===== config.mk =====
export PLATFORM = sky130hd
export DESIGN_NAME = mmio_iter_divider
export DESIGN_NICKNAME = d
export VERILOG_FILES = /design/src/rtl/mmio_div_pkg.sv /design/src/rtl/div_core_unsigned.sv /design/src/rtl/mmio_iter_divider.sv
export SDC_FILE = /design/constraint.sdc
export NUM_CORES = 1
export LEC_CHECK = 0
export ABC_AREA = 1
export ABC_CLOCK_PERIOD_IN_PS = 3300
export CORE_UTILIZATION = 40
export DETAILED_ROUTE_END_ITERATION = 12
export SLEW_MARGIN = 10
export SYNTH_ARGS = -nofsm -noshare
export SYNTH_HDL_FRONTEND = slang
export SYNTH_SLANG_ARGS = --single-unit
export TNS_END_PERCENT = 100

===== constraint.sdc =====
create_clock -name mclk -period 3.3 [get_ports mclk]
set_input_delay 0.495 -clock mclk [delete_from_list [all_inputs] [get_ports mclk]]
set_output_delay 0.495 -clock mclk [all_outputs]
set_load 0.01 [all_outputs]

===== src/rtl/mmio_div_pkg.sv =====
// Shared constants for the memory-mapped iterative divider.
// Holds the register map, the CTRL/STAT bit positions and the FSM encoding.
package mmio_div_pkg;

    localparam logic [13:0] OFF_N    = 14'd0;
    localparam logic [13:0] OFF_D    = 14'd1;
    localparam logic [13:0] OFF_CTRL = 14'd2;
    localparam logic [13:0] OFF_STAT = 14'd3;
    localparam logic [13:0] OFF_Q    = 14'd4;
    localparam logic [13:0] OFF_R    = 14'd5;
    localparam logic [13:0] NUM_REGS = 14'd6;

    localparam int unsigned CTRL_START  = 0;
    localparam int unsigned CTRL_SIGNED = 1;
    localparam int unsigned CTRL_IE     = 2;
    localparam int unsigned CTRL_CLR    = 3;

    localparam int unsigned STAT_BUSY = 0;
    localparam int unsigned STAT_DONE = 1;
    localparam int unsigned STAT_DZ   = 2;

    // Quotient reported on divide-by-zero; truncated to DW bits by the user.
    localparam logic [15:0] DZ_QUOT = 16'hFFFF;

    typedef enum logic [1:0] {StIdle, StLoad, StCalc, StFix} div_state_e;

endpackage


===== src/rtl/div_core_unsigned.sv =====
// DW-cycle restoring unsigned divider: one quotient bit per cycle after start.
// done is high during the final step; q/r are valid from the following cycle.
module div_core_unsigned #(
    parameter int unsigned DW = 16
) (
    input  logic          clk,
    input  logic          rst_n,
    input  logic          start,
    input  logic [DW-1:0] a,
    input  logic [DW-1:0] b,
    output logic          busy,
    output logic [DW-1:0] q,
    output logic [DW-1:0] r,
    output logic          done
);

    localparam int unsigned CW = $clog2(DW + 1);

    logic [CW-1:0] cnt_q;
    logic [DW-1:0] quo_q, rem_q, div_q;
    logic [DW:0]   shifted, diff;

    always_comb begin
        shifted = {rem_q, quo_q[DW-1]};
        diff    = shifted - {1'b0, div_q};
    end

    always_ff @(posedge clk or negedge rst_n) begin
        if (!rst_n) begin
            cnt_q <= '0;
            quo_q <= '0;
            rem_q <= '0;
            div_q <= '0;
        end else if (start) begin
            cnt_q <= CW'(DW);
            quo_q <= a;
            rem_q <= '0;
            div_q <= b;
        end else if (cnt_q != '0) begin
            cnt_q <= cnt_q - CW'(1);
            // Borrow out means the trial subtraction failed: restore.
            if (diff[DW]) begin
                rem_q <= shifted[DW-1:0];
                quo_q <= {quo_q[DW-2:0], 1'b0};
            end else begin
                rem_q <= diff[DW-1:0];
                quo_q <= {quo_q[DW-2:0], 1'b1};
            end
        end
    end

    assign busy = (cnt_q != '0);
    assign done = (cnt_q == CW'(1));
    assign q    = quo_q;
    assign r    = rem_q;

endmodule


===== src/rtl/mmio_iter_divider.sv =====
// MSP430 peripheral-bus divider: bus decode, operand/result registers,
// sign handling and the IDLE/LOAD/CALC/FIX sequencer around div_core_unsigned.
import mmio_div_pkg::*;

module mmio_iter_divider #(
    parameter logic [13:0] BASE_ADDR = 14'h0A0,
    parameter int unsigned DW        = 16,
    parameter bit          SIGNED_EN = 1'b1
) (
    input  logic        mclk,
    input  logic        puc_rst_n,
    input  logic [13:0] per_addr,
    input  logic [15:0] per_din,
    input  logic        per_en,
    input  logic [1:0]  per_we,
    output logic [15:0] per_dout,
    output logic        irq_div
);

    localparam logic [DW-1:0] DzQ = DZ_QUOT[DW-1:0];

    div_state_e    state_q, state_d;
    logic [DW-1:0] n_q, d_q, q_q, r_q, n_lat_q;
    logic          ctrl_signed_q, ctrl_ie_q, done_q, dz_q;
    logic          sn_q, sd_q, dz_op_q;

    logic [13:0]   offset;
    logic          hit, wr, rd, start_wr, clr_wr, busy;
    logic          mode_signed, n_neg, d_neg;
    logic [DW-1:0] abs_n, abs_d, q_res, r_res;
    logic          core_start, core_busy, core_done;
    logic [DW-1:0] core_q, core_r;

    assign offset   = per_addr - BASE_ADDR;
    assign hit      = per_en && (per_addr >= BASE_ADDR) && (offset < NUM_REGS);
    assign wr       = hit && (per_we == 2'b11);
    assign rd       = hit && (per_we == 2'b00);
    assign start_wr = wr && (offset == OFF_CTRL) && per_din[CTRL_START];
    assign clr_wr   = wr && (offset == OFF_CTRL) && per_din[CTRL_CLR];

    always_comb begin
        mode_signed = SIGNED_EN && ctrl_signed_q;
        n_neg       = mode_signed && n_q[DW-1];
        d_neg       = mode_signed && d_q[DW-1];
        abs_n       = n_neg ? -n_q : n_q;
        abs_d       = d_neg ? -d_q : d_q;
        core_start  = (state_q == StLoad) && (d_q != '0);
        // Quotient sign is the xor of operand signs; remainder follows N.
        q_res       = (sn_q ^ sd_q) ? -core_q : core_q;
        r_res       = sn_q ? -core_r : core_r;
        if (dz_op_q) begin
            q_res = DzQ;
            r_res = n_lat_q;
        end
    end

    div_core_unsigned #(
        .DW(DW)
    ) u_core (
        .clk  (mclk),
        .rst_n(puc_rst_n),
        .start(core_start),
        .a    (abs_n),
        .b    (abs_d),
        .busy (core_busy),
        .q    (core_q),
        .r    (core_r),
        .done (core_done)
    );

    always_comb begin
        state_d = state_q;
        unique case (state_q)
            StIdle: if (start_wr) state_d = StLoad;
            StLoad: state_d = (d_q == '0) ? StFix : StCalc;
            StCalc: if (core_done) state_d = StFix;
            StFix:  state_d = StIdle;
            default: state_d = StIdle;
        endcase
    end

    always_ff @(posedge mclk or negedge puc_rst_n) begin
        if (!puc_rst_n) begin
            state_q       <= StIdle;
            n_q           <= '0;
            d_q           <= '0;
            q_q           <= '0;
            r_q           <= '0;
            n_lat_q       <= '0;
            ctrl_signed_q <= 1'b0;
            ctrl_ie_q     <= 1'b0;
            done_q        <= 1'b0;
            dz_q          <= 1'b0;
            sn_q          <= 1'b0;
            sd_q          <= 1'b0;
            dz_op_q       <= 1'b0;
        end else begin
            state_q <= state_d;
            if (wr && offset == OFF_N) n_q <= per_din[DW-1:0];
            if (wr && offset == OFF_D) d_q <= per_din[DW-1:0];
            if (wr && offset == OFF_CTRL) begin
                ctrl_signed_q <= per_din[CTRL_SIGNED];
                ctrl_ie_q     <= per_din[CTRL_IE];
            end
            if (state_q == StLoad) begin
                sn_q    <= n_neg;
                sd_q    <= d_neg;
                n_lat_q <= n_q;
                dz_op_q <= (d_q == '0);
            end
            if (state_q == StFix) begin
                q_q    <= q_res;
                r_q    <= r_res;
                done_q <= 1'b1;
                dz_q   <= dz_op_q;
            end else if ((start_wr && state_q == StIdle) || clr_wr) begin
                done_q <= 1'b0;
                dz_q   <= 1'b0;
            end
        end
    end

    assign busy    = (state_q != StIdle) || core_busy;
    assign irq_div = done_q && ctrl_ie_q;

    always_comb begin
        per_dout = '0;
        if (rd) begin
            unique case (offset)
                OFF_N:    per_dout[DW-1:0] = n_q;
                OFF_D:    per_dout[DW-1:0] = d_q;
                OFF_CTRL: begin
                    per_dout[CTRL_SIGNED] = ctrl_signed_q;
                    per_dout[CTRL_IE]     = ctrl_ie_q;
                end
                OFF_STAT: begin
                    per_dout[STAT_BUSY] = busy;
                    per_dout[STAT_DONE] = done_q;
                    per_dout[STAT_DZ]   = dz_q;
                end
                OFF_Q:    per_dout[DW-1:0] = q_q;
                OFF_R:    per_dout[DW-1:0] = r_q;
                default:  per_dout = '0;
            endcase
        end
    end

endmodule


* After elaboration in Yosys (flattened, before gate mapping)
Index checks and enable logic that the tools add are counted.
Storage, ports and cells: word-level logic and storage cells 90, bits of input ports 35, output and inout bits 17, register bits 142
Cells by class: reductions and logical operators 26, bitwise operators 1, add/sub/neg operators 7, magnitude comparators 2, mux-type cells 25, equality and inequality tests 12
Operator list (number):
- 2-to-1 mux 16 bit | 12
- negator 16 bit | 4
- case mux 13 bit (4 select lines) | 1
- equality test 14 x 2 -> 1 bit, second input constant | 2
- equality test 14 x 3 -> 1 bit, second input constant | 2
- subtractor 17 x 16 -> 17 bit | 1
- logical NOT 16 bit | 1
- nonzero test 16 bit | 1
- equality test 14 x 1 -> 1 bit, second input constant | 1
- greater-or-equal comparator 14 x 8 -> 1 bit, second input constant | 1
- logical AND 1 bit | 14
- logical NOT 14 bit | 1
- < comparator 14 x 3 -> 1 bit, second input constant | 1
- subtractor 14 x 8 -> 14 bit, second input constant | 1
- case mux 2 bit (6 select lines) | 1
- 2-to-1 mux 5 bit | 2
- case mux 2 bit (4 select lines) | 1
- equality test 2 bit, second input constant | 3
- nonzero test 2 bit | 3
- equality test 5 x 1 -> 1 bit, second input constant | 1
- 2-to-1 mux 1 bit | 5
- case mux 1 bit (5 select lines) | 1
- nonzero test 5 bit | 1
- subtractor 5 x 1 -> 5 bit, second input constant | 1
- other kinds (7) | 11

* Depth between registers and ports, before layout
Gate-level depths: netlist (run 1).
depth after elaboration 10, mapped depth 18, mapped depth without buffers 16

* Hierarchy
A second synthesis (run 1) with hierarchy kept.
Second synthesis, totals: cell total of the unflattened synthesis 1360, area, all modules 9512.9 sq um
By module, submodules not included:
- mmio_iter_divider | area each 6025.8 sq um, times used 1, sequential area each 2227.1 sq um, cells an instance 854
- div_core_unsigned | area each 3487.1 sq um, times used 1, sequential area each 1326.3 sq um, cells an instance 506

* Worst setup path before layout (run 1)
Ideal clock, no wire load.
kind in2out, start input port per_addr[5], end output port per_dout[10], required time 2.805 ns, data arrival time 2.077 ns, stages 15, buffers on the path 1, setup slack 0.728 ns, cell sequence inv_1 -> ha_1 -> inv_1 -> nand2_1 -> nand2_1 -> and2_1 -> nand2_1 -> nor2_4 -> nand3_2 -> nor2_4 -> o221ai_1 -> nor2_2 -> buf_2 -> nand2_1 -> inv_1
On the way: word-level cells in the longest chain between the ends 5, elaborated cells between the ends (all ways) 12, those cells by class add/sub (1); order compare (2); eq/ne (3); mux (2); reduce/logical (4)
Ends and longest elaborated chain:
- start: declaration | line mmio_iter_divider.sv:12 | input logic [13:0] per_addr,
- subtractor 14 x 8 -> 14 bit or greater-or-equal comparator 14 x 8 -> 1 bit (tied branches) | line mmio_iter_divider.sv:34, mmio_iter_divider.sv:35
- < comparator 14 x 3 -> 1 bit or logical AND 1 bit (tied branches) | line mmio_iter_divider.sv:35 | assign hit = per_en && (per_addr >= BASE_ADDR) && (offset < NUM_REGS);
- logical AND 1 bit | line mmio_iter_divider.sv:35
- logical AND 1 bit | line mmio_iter_divider.sv:37 | assign rd = hit && (per_we == 2'b00);
- 2-to-1 mux 16 bit * | line mmio_iter_divider.sv:128 | if (rd) begin
- end: declaration | line mmio_iter_divider.sv:16 | output logic [15:0] per_dout,
Every way passes the cells marked *; elsewhere a longest branch is shown, timed or not.

* Worst setup path after layout (run 1)
start input port per_addr[9], end output port per_dout[15]
The elaborated chain is that of the path after synthesis.

==> results of run 1 <==
-- worst max-delay path, cell delays in order --
cell,delay [ps]
clkdlybuf4s50_1,430
nor2_2,160
nand2_1,90
buf_4,140
nor2_1,220
nor2_4,60
nand3_2,90
nor2_4,50
buf_12,130
buf_12,140
buf_16,130
nand3_1,70
nand2_1,50
inv_1,50
nand3_1,80
nand2_2,90
inv_1,40
buf_2,130
-- synth_stat cells (all sizes together) --
cell	count	area, sq um
o21ai	127	635.6
a31oi	10	62.56
nand4	39	244.0
o22a	1	8.760
nor3	23	135.1
o221ai	29	254.0
o21bai	3	22.52
nand2	269	1012
ha	29	362.9
and2	1	6.260
or2	4	25.02
dfrtp	142	3553
o22ai	7	43.79
a22oi	1	7.510
o211ai	13	97.59
a21boi	1	7.510
a21o	4	30.03
fa	1	20.02
o31ai	2	15.01
xnor2	9	78.83
clkbuf	23	86.33
a21oi	32	171.4
nand3b	3	22.52
buf	24	132.6
inv	218	818.3
nor2	94	382.9
clkinv	2	7.510
xor2	34	297.8
nor4	2	12.51
nand3	103	520.5
-- area by class of cell --
type / instances / area, sq um
clock inverter: 12 / 191.4
clock buffer: 20 / 446.7
timing repair buffer: 111 / 1120
sequential: 142 / 3553
multi-input combinational: 841 / 4558
antenna: 1 / 2.502
tap: 280 / 350.3
fill: 2207 / 10980
inverter: 220 / 825.8
-- per-stage QoR --
step	area, sq um	hold WS, ps
2_1_floorplan	9075	199.4
3_3_place_gp	10170	476.3
3_5_place_dp	10170	480.2
4_1_cts	11030	39.65
5_1_grt	11050	59.64
6_report	11050	13.42
-- sequential cells by signal (all words and copies together) (netlist names), 2 cells and up --
name,cells
state_q,2
q_q,16
r_q,16
n_q,16
u_core.div_q,16
u_core.r,16
n_lat_q,16
d_q,16
u_core.q,16
u_core.cnt_q,5
-- cell families after synthesis --
| kind of cell | count (synthesis) |
|---|---|
| xor gates and xnor gates | 43 |
| and+or+nand+nor | 538 |
| DFF | 142 |
| buffers and inverters | 267 |
| adders and majority gates | 30 |
| AOI/OAI and AO/OA | 230 |
-- worst paths after layout --
| kind | end | slack, ps | depth (start not counted) |
|---|---|---|---|
| min reg2reg | u_core.div_q[11] | 490 | 2 |
| min in group mclk | u_core.div_q[11] | 490 | 2 |
| min | u_core.r[10] | 10 | 1 |
| max reg2reg | u_core.q[0] | 610 | 15 |
| max | per_dout[15] | 160 | 18 |
| max in group asynchronous | d_q[11] | 2550 | 2 |
-- cells in the final DEF (no fill, tap or decap), types with 3 or more instances in the layout --
cell type and instances:
nand2_1 259, inv_1 206, dfrtp_1 142, nand3_1 98
nor2_1 82, o21ai_1 73, o21ai_0 54, buf_4 43
nand4_1 39, xor2_1 34, a21oi_1 31, clkdlybuf4s50_1 30
o221ai_1 28, ha_1 28, nor3_1 18, clkbuf_16 17
o211ai_1 13, inv_2 12, buf_2 11, nand2_2 10
a31oi_1 10, buf_12 10, nor2_2 9, xnor2_1 9
o22ai_1 7, nand3_2 5, nor3_2 5, bufinv_16 5
clkinv_2 5, or2_2 4, a21o_1 4, buf_16 4
buf_6 4, nor2_4 3, o21bai_1 3, nand3b_1 3
clkbuf_2 3
-- report_power, final --
part           internal [uW]  switching, uW  leakage (uW)
combinational            181            306       0.00331
clock                   1360            752      0.000314
sequential              1760           8.04       0.00181
total                   3290           1070       0.00543
-- metal layers --
metal	global-route usage, %	up-vias	routed length (microns)
met5	0	-	0
met4	9.283	0	877
met3	5.660	48	1937
met2	41.55	317	13420
met1	33.88	4160	12810
li1	-	4274	-
-- timing repair --
action,in CTS,in global routing
setup buffers,7,1
pin swaps,10,16
gates resized for setup,70,29
setup endpoints to repair,16,16
cloned,5,0
==> results.py, run 1 <==
metrics = {
    "placed_design": {
        "portBuffers": 51,
        "pre_cts_slack_ps": -390.7,
        "numPlacedInstances": 1582,
        "dp_hpwl_microns": 20820,
        "place.gp.congestion": 0.8989,
    },
    "power_and_ir_drop": {
        "vdd_drop_max_v": 0.0002805,
        "power_leakage_uw": 0.005426,
        "p_per_area_nw_per_um2": 394.5,
        "power.total_uw": 4358,
    },
    "detailed_routing": {
        "firstDrtPassIters": 7,
        "post_drt_wl_per_cell_microns": 17.85,
        "vias": 8799,
        "drtIter0Drc": 802,
        "wl_microns": 29040,
        "drc": 0,
        "ant_nets": 0,
        "viasPerCell": 5.408,
    },
    "layout": {
        "final_util_pct": 50.16,
        "drive_gt1_share_pct": 11.74,
        "area_delta_synth_final_pct": 21.74,
        "nets": 1398,
        "stdcell_count": 1627,
    },
    "floorplan": {
        "die_w_microns": 152.6,
        "rows": 54,
        "core_area_sq_um": 22030,
        "ioPinCount": 52,
        "start_util_pct": 41.20,
        "die_area_sq_um": 23290,
        "die_y_microns": 152.6,
    },
    "grt": {
        "grt_pass1_wl_microns": 46100,
        "grt_overflow_total": 0,
        "grt_pass1_vias": 8426,
        "grt_max_degree": 53,
        "globalRouteTotalUtil_pct": 25.74,
        "antenna_found_initial": 1,
    },
    "setup_path": {
        "worstPathArrival_ps": 2650,
        "critPathKind": "input port to output port",
        "start_kind": "input port",
        "cp_max_fo": 5,
        "startpoint": "per_addr[9]",
        "crit_required_ps": 2800,
        "worst_setup_path_end_kind": "output port",
        "r2r_start": "u_core.q[15]",
    },
    "timing": {
        "finalSetupViolCount": 0,
        "hold_violations": 0,
        "tns_ps": 0,
        "slew_headroom_pct": 47.13,
        "drv_slew": 0,
        "max_freq_mhz": 318.0,
        "worst_slack_ps": 155.2,
        "worst_slew_pin_slew_ps": 791.2,
        "clock_skew_ps": 7.841,
        "period_share_pct": 95.30,
        "rsz0062_at_grt": "true",
        "fin_crit_ps": 3145,
    },
    "synthesis": {
        "syn_area_sq_um": 9075,
        "syn_inst": 1250,
        "avgSynthCellArea_sq_um": 7.260,
        "synth_top_family_by_area": "simple AND/OR/NAND/NOR gates",
        "syn_nets": 1315,
        "ys_seq_area_share_pct": 39.16,
        "synth_compound_area_share_pct": 14.95,
        "ys_types": 41,
        "synthXorXnorAreaFrac_pct": 4.150,
        "yosys.area_share.simple_pct": 26.02,
        "synthMuxAreaShare_pct": 0,
        "yosys_register_bits": 142,
        "yosys_warnings": 0,
        "synth_fa_ha_area_share_pct": 4.219,
    },
    "clocking": {
        "tritoncts": "done",
        "ctsHoldBuffers": 0,
        "clockRootBuffer": "clkbuf_16",
        "clk_pin_slew_ps": 60,
        "cts_buffers": 17,
        "clk_path_buf_depth": 2,
        "clk_latency_ps": 420,
        "h-tree-depth": 4,
        "clock_sinks": 142,
    },
    "job": {
        "drv_cap": 0,
    },
    "status": {
        "status": "finished, final reports clean",
    },
    "hold_path": {
        "hold_class": "input port to asynchronous set/reset pin",
    },
}
Power figures use the tool's default switching activity.
==> inputs of run 2 (changes only) <==
--- a/config.mk
+++ b/config.mk
@@ -6,7 +6,7 @@
 export NUM_CORES = 1
 export LEC_CHECK = 0
 export ABC_AREA = 1
-export ABC_CLOCK_PERIOD_IN_PS = 3300
+export ABC_CLOCK_PERIOD_IN_PS = 2600
 export CORE_UTILIZATION = 40
 export DETAILED_ROUTE_END_ITERATION = 12
 export SLEW_MARGIN = 10
==> constraint.sdc (replaced) <==
create_clock -name mclk -period 2.6 [get_ports mclk]
set_input_delay 0.39 -clock mclk [delete_from_list [all_inputs] [get_ports mclk]]
set_output_delay 0.39 -clock mclk [all_outputs]
set_load 0.01 [all_outputs]
==> results.py, run 2 (synthesized netlist as in run 1, its figures left out) <==
metrics = {
    "setup_path": {
        "cp_num_buf_inv": 7,
        "cp_slowest_cell": "nor2_4",
        "worst_setup_path_end_kind": "output port",
        "cp_top_family": "simple AND/OR/NAND/NOR gates",
        "crit_required_ps": 2210,
        "cp_max_fo": 7,
        "critPathMaxStageDelay_ps": 180,
        "critPathKind": "input port to output port",
        "start_kind": "input port",
        "path_cells": "buf_8 > inv_6 > ha_4 > inv_2 > nand2_4 > nand2_4 > and2_4 > nand2_4 > nor2_4 > nand3_4 > nor2_4 > buf_6 > o221ai_4 > nor2_4 > buf_12 > nand2_2 > inv_2 > buf_6",
        "worstPathArrival_ps": 2230,
    },
    "grt": {
        "grt_pass1_vias": 8678,
        "antenna_found_initial": 1,
        "globalRouteTotalUtil_pct": 26.04,
        "grt_overflow_total": 0,
        "grt_max_degree": 55,
        "grt_pass1_wl_microns": 46570,
    },
    "timing": {
        "rsz0062_at_grt": "true",
        "finalSetupViolCount": 3,
        "tns_ps": -21.22,
        "fin_crit_ps": 2615,
        "slew_headroom_pct": 62.78,
        "clock_skew_ps": 8.017,
        "hold_violations": 0,
        "max_freq_mhz": 382.4,
        "whs_ps": 495.0,
        "drv_slew": 0,
        "worst_slew_pin_slew_ps": 558.3,
        "period_share_pct": 100.6,
        "worst_slack_ps": -15.31,
    },
    "power_and_ir_drop": {
        "power_leakage_uw": 0.005654,
        "p_per_area_nw_per_um2": 473.2,
        "swShare_pct": 25.87,
        "pwr-share-comb_pct": 12.8,
        "power_switching_uw": 1407,
        "p_int_uw": 4030,
        "vdd_drop_max_v": 0.0003568,
        "pwr-share-seq_pct": 41.2,
        "pwr-share-clk_pct": 46.0,
    },
    "status": {
        "violations": "negative setup slack",
        "status": "finished with violations",
    },
    "placed_design": {
        "portBuffers": 51,
        "dp_hpwl_microns": 21490,
        "place.gp.congestion": 0.9069,
    },
    "layout": {
        "mostFrequentLayoutCells": "nand2_1, inv_1, dfrtp_1, nand3_1, nor2_1",
        "drive_gt1_share_pct": 16.68,
        "nets": 1426,
        "area_delta_synth_final_pct": 26.60,
        "final_common_cell": "nand2_1",
        "fillCellCount": 2142,
    },
    "clocking": {
        "clock_sinks": 142,
        "h-tree-depth": 4,
        "clockRootBuffer": "clkbuf_16",
        "tritoncts": "done",
        "clk_pin_slew_ps": 60,
        "clk_latency_ps": 430,
        "clk_path_buf_depth": 2,
        "cts_buffers": 17,
    },
    "floorplan": {
        "rows": 54,
        "die_area_sq_um": 23290,
        "start_util_pct": 41.20,
        "core_area_sq_um": 22030,
        "die_w_microns": 152.6,
        "ioPinCount": 52,
        "die_y_microns": 152.6,
    },
    "detailed_routing": {
        "ant_nets": 0,
        "wl_microns": 29460,
        "drtIter0Drc": 772,
        "post_drt_wl_per_cell_microns": 17.81,
        "vias": 8841,
        "viasPerCell": 5.345,
        "firstDrtPassIters": 7,
        "drc": 0,
    },
    "hold_path": {
        "hold_class": "register to register",
    },
    "job": {
        "drv_cap": 0,
    },
}
run 2: changes by cell type in the layout (fill, tap and decap cells not counted), sizes merged, moves of 2 or more:
cell	previous run	this run
clkinvlp	1	3
buf	73	105
bufinv	5	3
clkinv	8	6
clkdlybuf4s50	30	23
run 2: final timing paths:
kind	from	to	slack (ps)	depth (start not counted)
max	per_addr[6]	per_dout[4]	-20	18
min	u_core.div_q[10]	u_core.div_q[10]	490	2
max reg2reg	d_q[1]	u_core.q[0]	170	11
min reg2reg	u_core.div_q[10]	u_core.div_q[10]	490	2
max in group asynchronous	puc_rst_n	d_q[0]	1440	3
min in group asynchronous	puc_rst_n	u_core.r[15]	500	2
run 2: per-stage QoR:
step,cell area [sq um],total power (uW),util [%],setup slack [ps],instances
finish,11490,5437,52.16,-15.31,1654
global route,11490,5652,52.15,-129.3,1653
CTS,11320,5413,51.41,-211.8,1654
detailed placement,10410,2902,47.27,-905.5,1607
global placement,10410,2897,47.27,-854.9,1607
floorplan,9075,2619,-,238.4,1250
run 2: worst reg2reg max path, cell delays in order, from the launching register on:
cell and delay, ps:
dfrtp_1 400, inv_1 150, ha_1 210, nand3_1 120
nor3_2 220, nand2_1 150, nor2_2 220, a21oi_4 90
buf_4 230, nor2_4 150, inv_4 160, o221ai_1 240
run 2: cell type report:
type | count | area (sq um) | area share, %
multi-input cells | 841 | 4745 | 41.30
flip-flops and latches | 142 | 3553 | 30.93
repair buffers | 139 | 1411 | 12.28
inverters | 220 | 835.8 | 7.275
clock buffers | 21 | 450.4 | 3.921
well taps | 280 | 350.3 | 3.049
clock inverters | 10 | 140.1 | 1.220
diodes | 1 | 2.502 | 0.02178
run 2: per-layer routing:
| metal | vias to the layer above | global-route usage (%) | wire length, microns |
|---|---|---|---|
| met4 | 0 | 11.30 | 987 |
| met1 | 4176 | 33.74 | 12890 |
| met5 | - | 0 | 0 |
| li1 | 4319 | - | - |
| met3 | 62 | 5.546 | 2016 |
| met2 | 284 | 41.92 | 13560 |
run 2: power groups by stage:
stage / logic [uW] / registers [uW] / clock network, uW
2_1_floorplan: 342 / 2280 / 0
3_3_place_gp: 618 / 2280 / 0
3_5_place_dp: 623 / 2280 / 0
4_1_cts: 640 / 2240 / 2530
5_1_grt: 777 / 2240 / 2640
6_report: 697 / 2240 / 2500
run 2: timing repair:
| action | 4_1_cts | 5_1_grt |
|---|---|---|
| endpoints found under the setup margin | 16 | 32 |
| hold buffers | 1 | 0 |
| cloned | 4 | 1 |
| setup buffers | 11 | 2 |
| pin swaps | 29 | 20 |
| endpoints found under the hold margin | 51 | 0 |
| gates resized for setup | 133 | 70 |
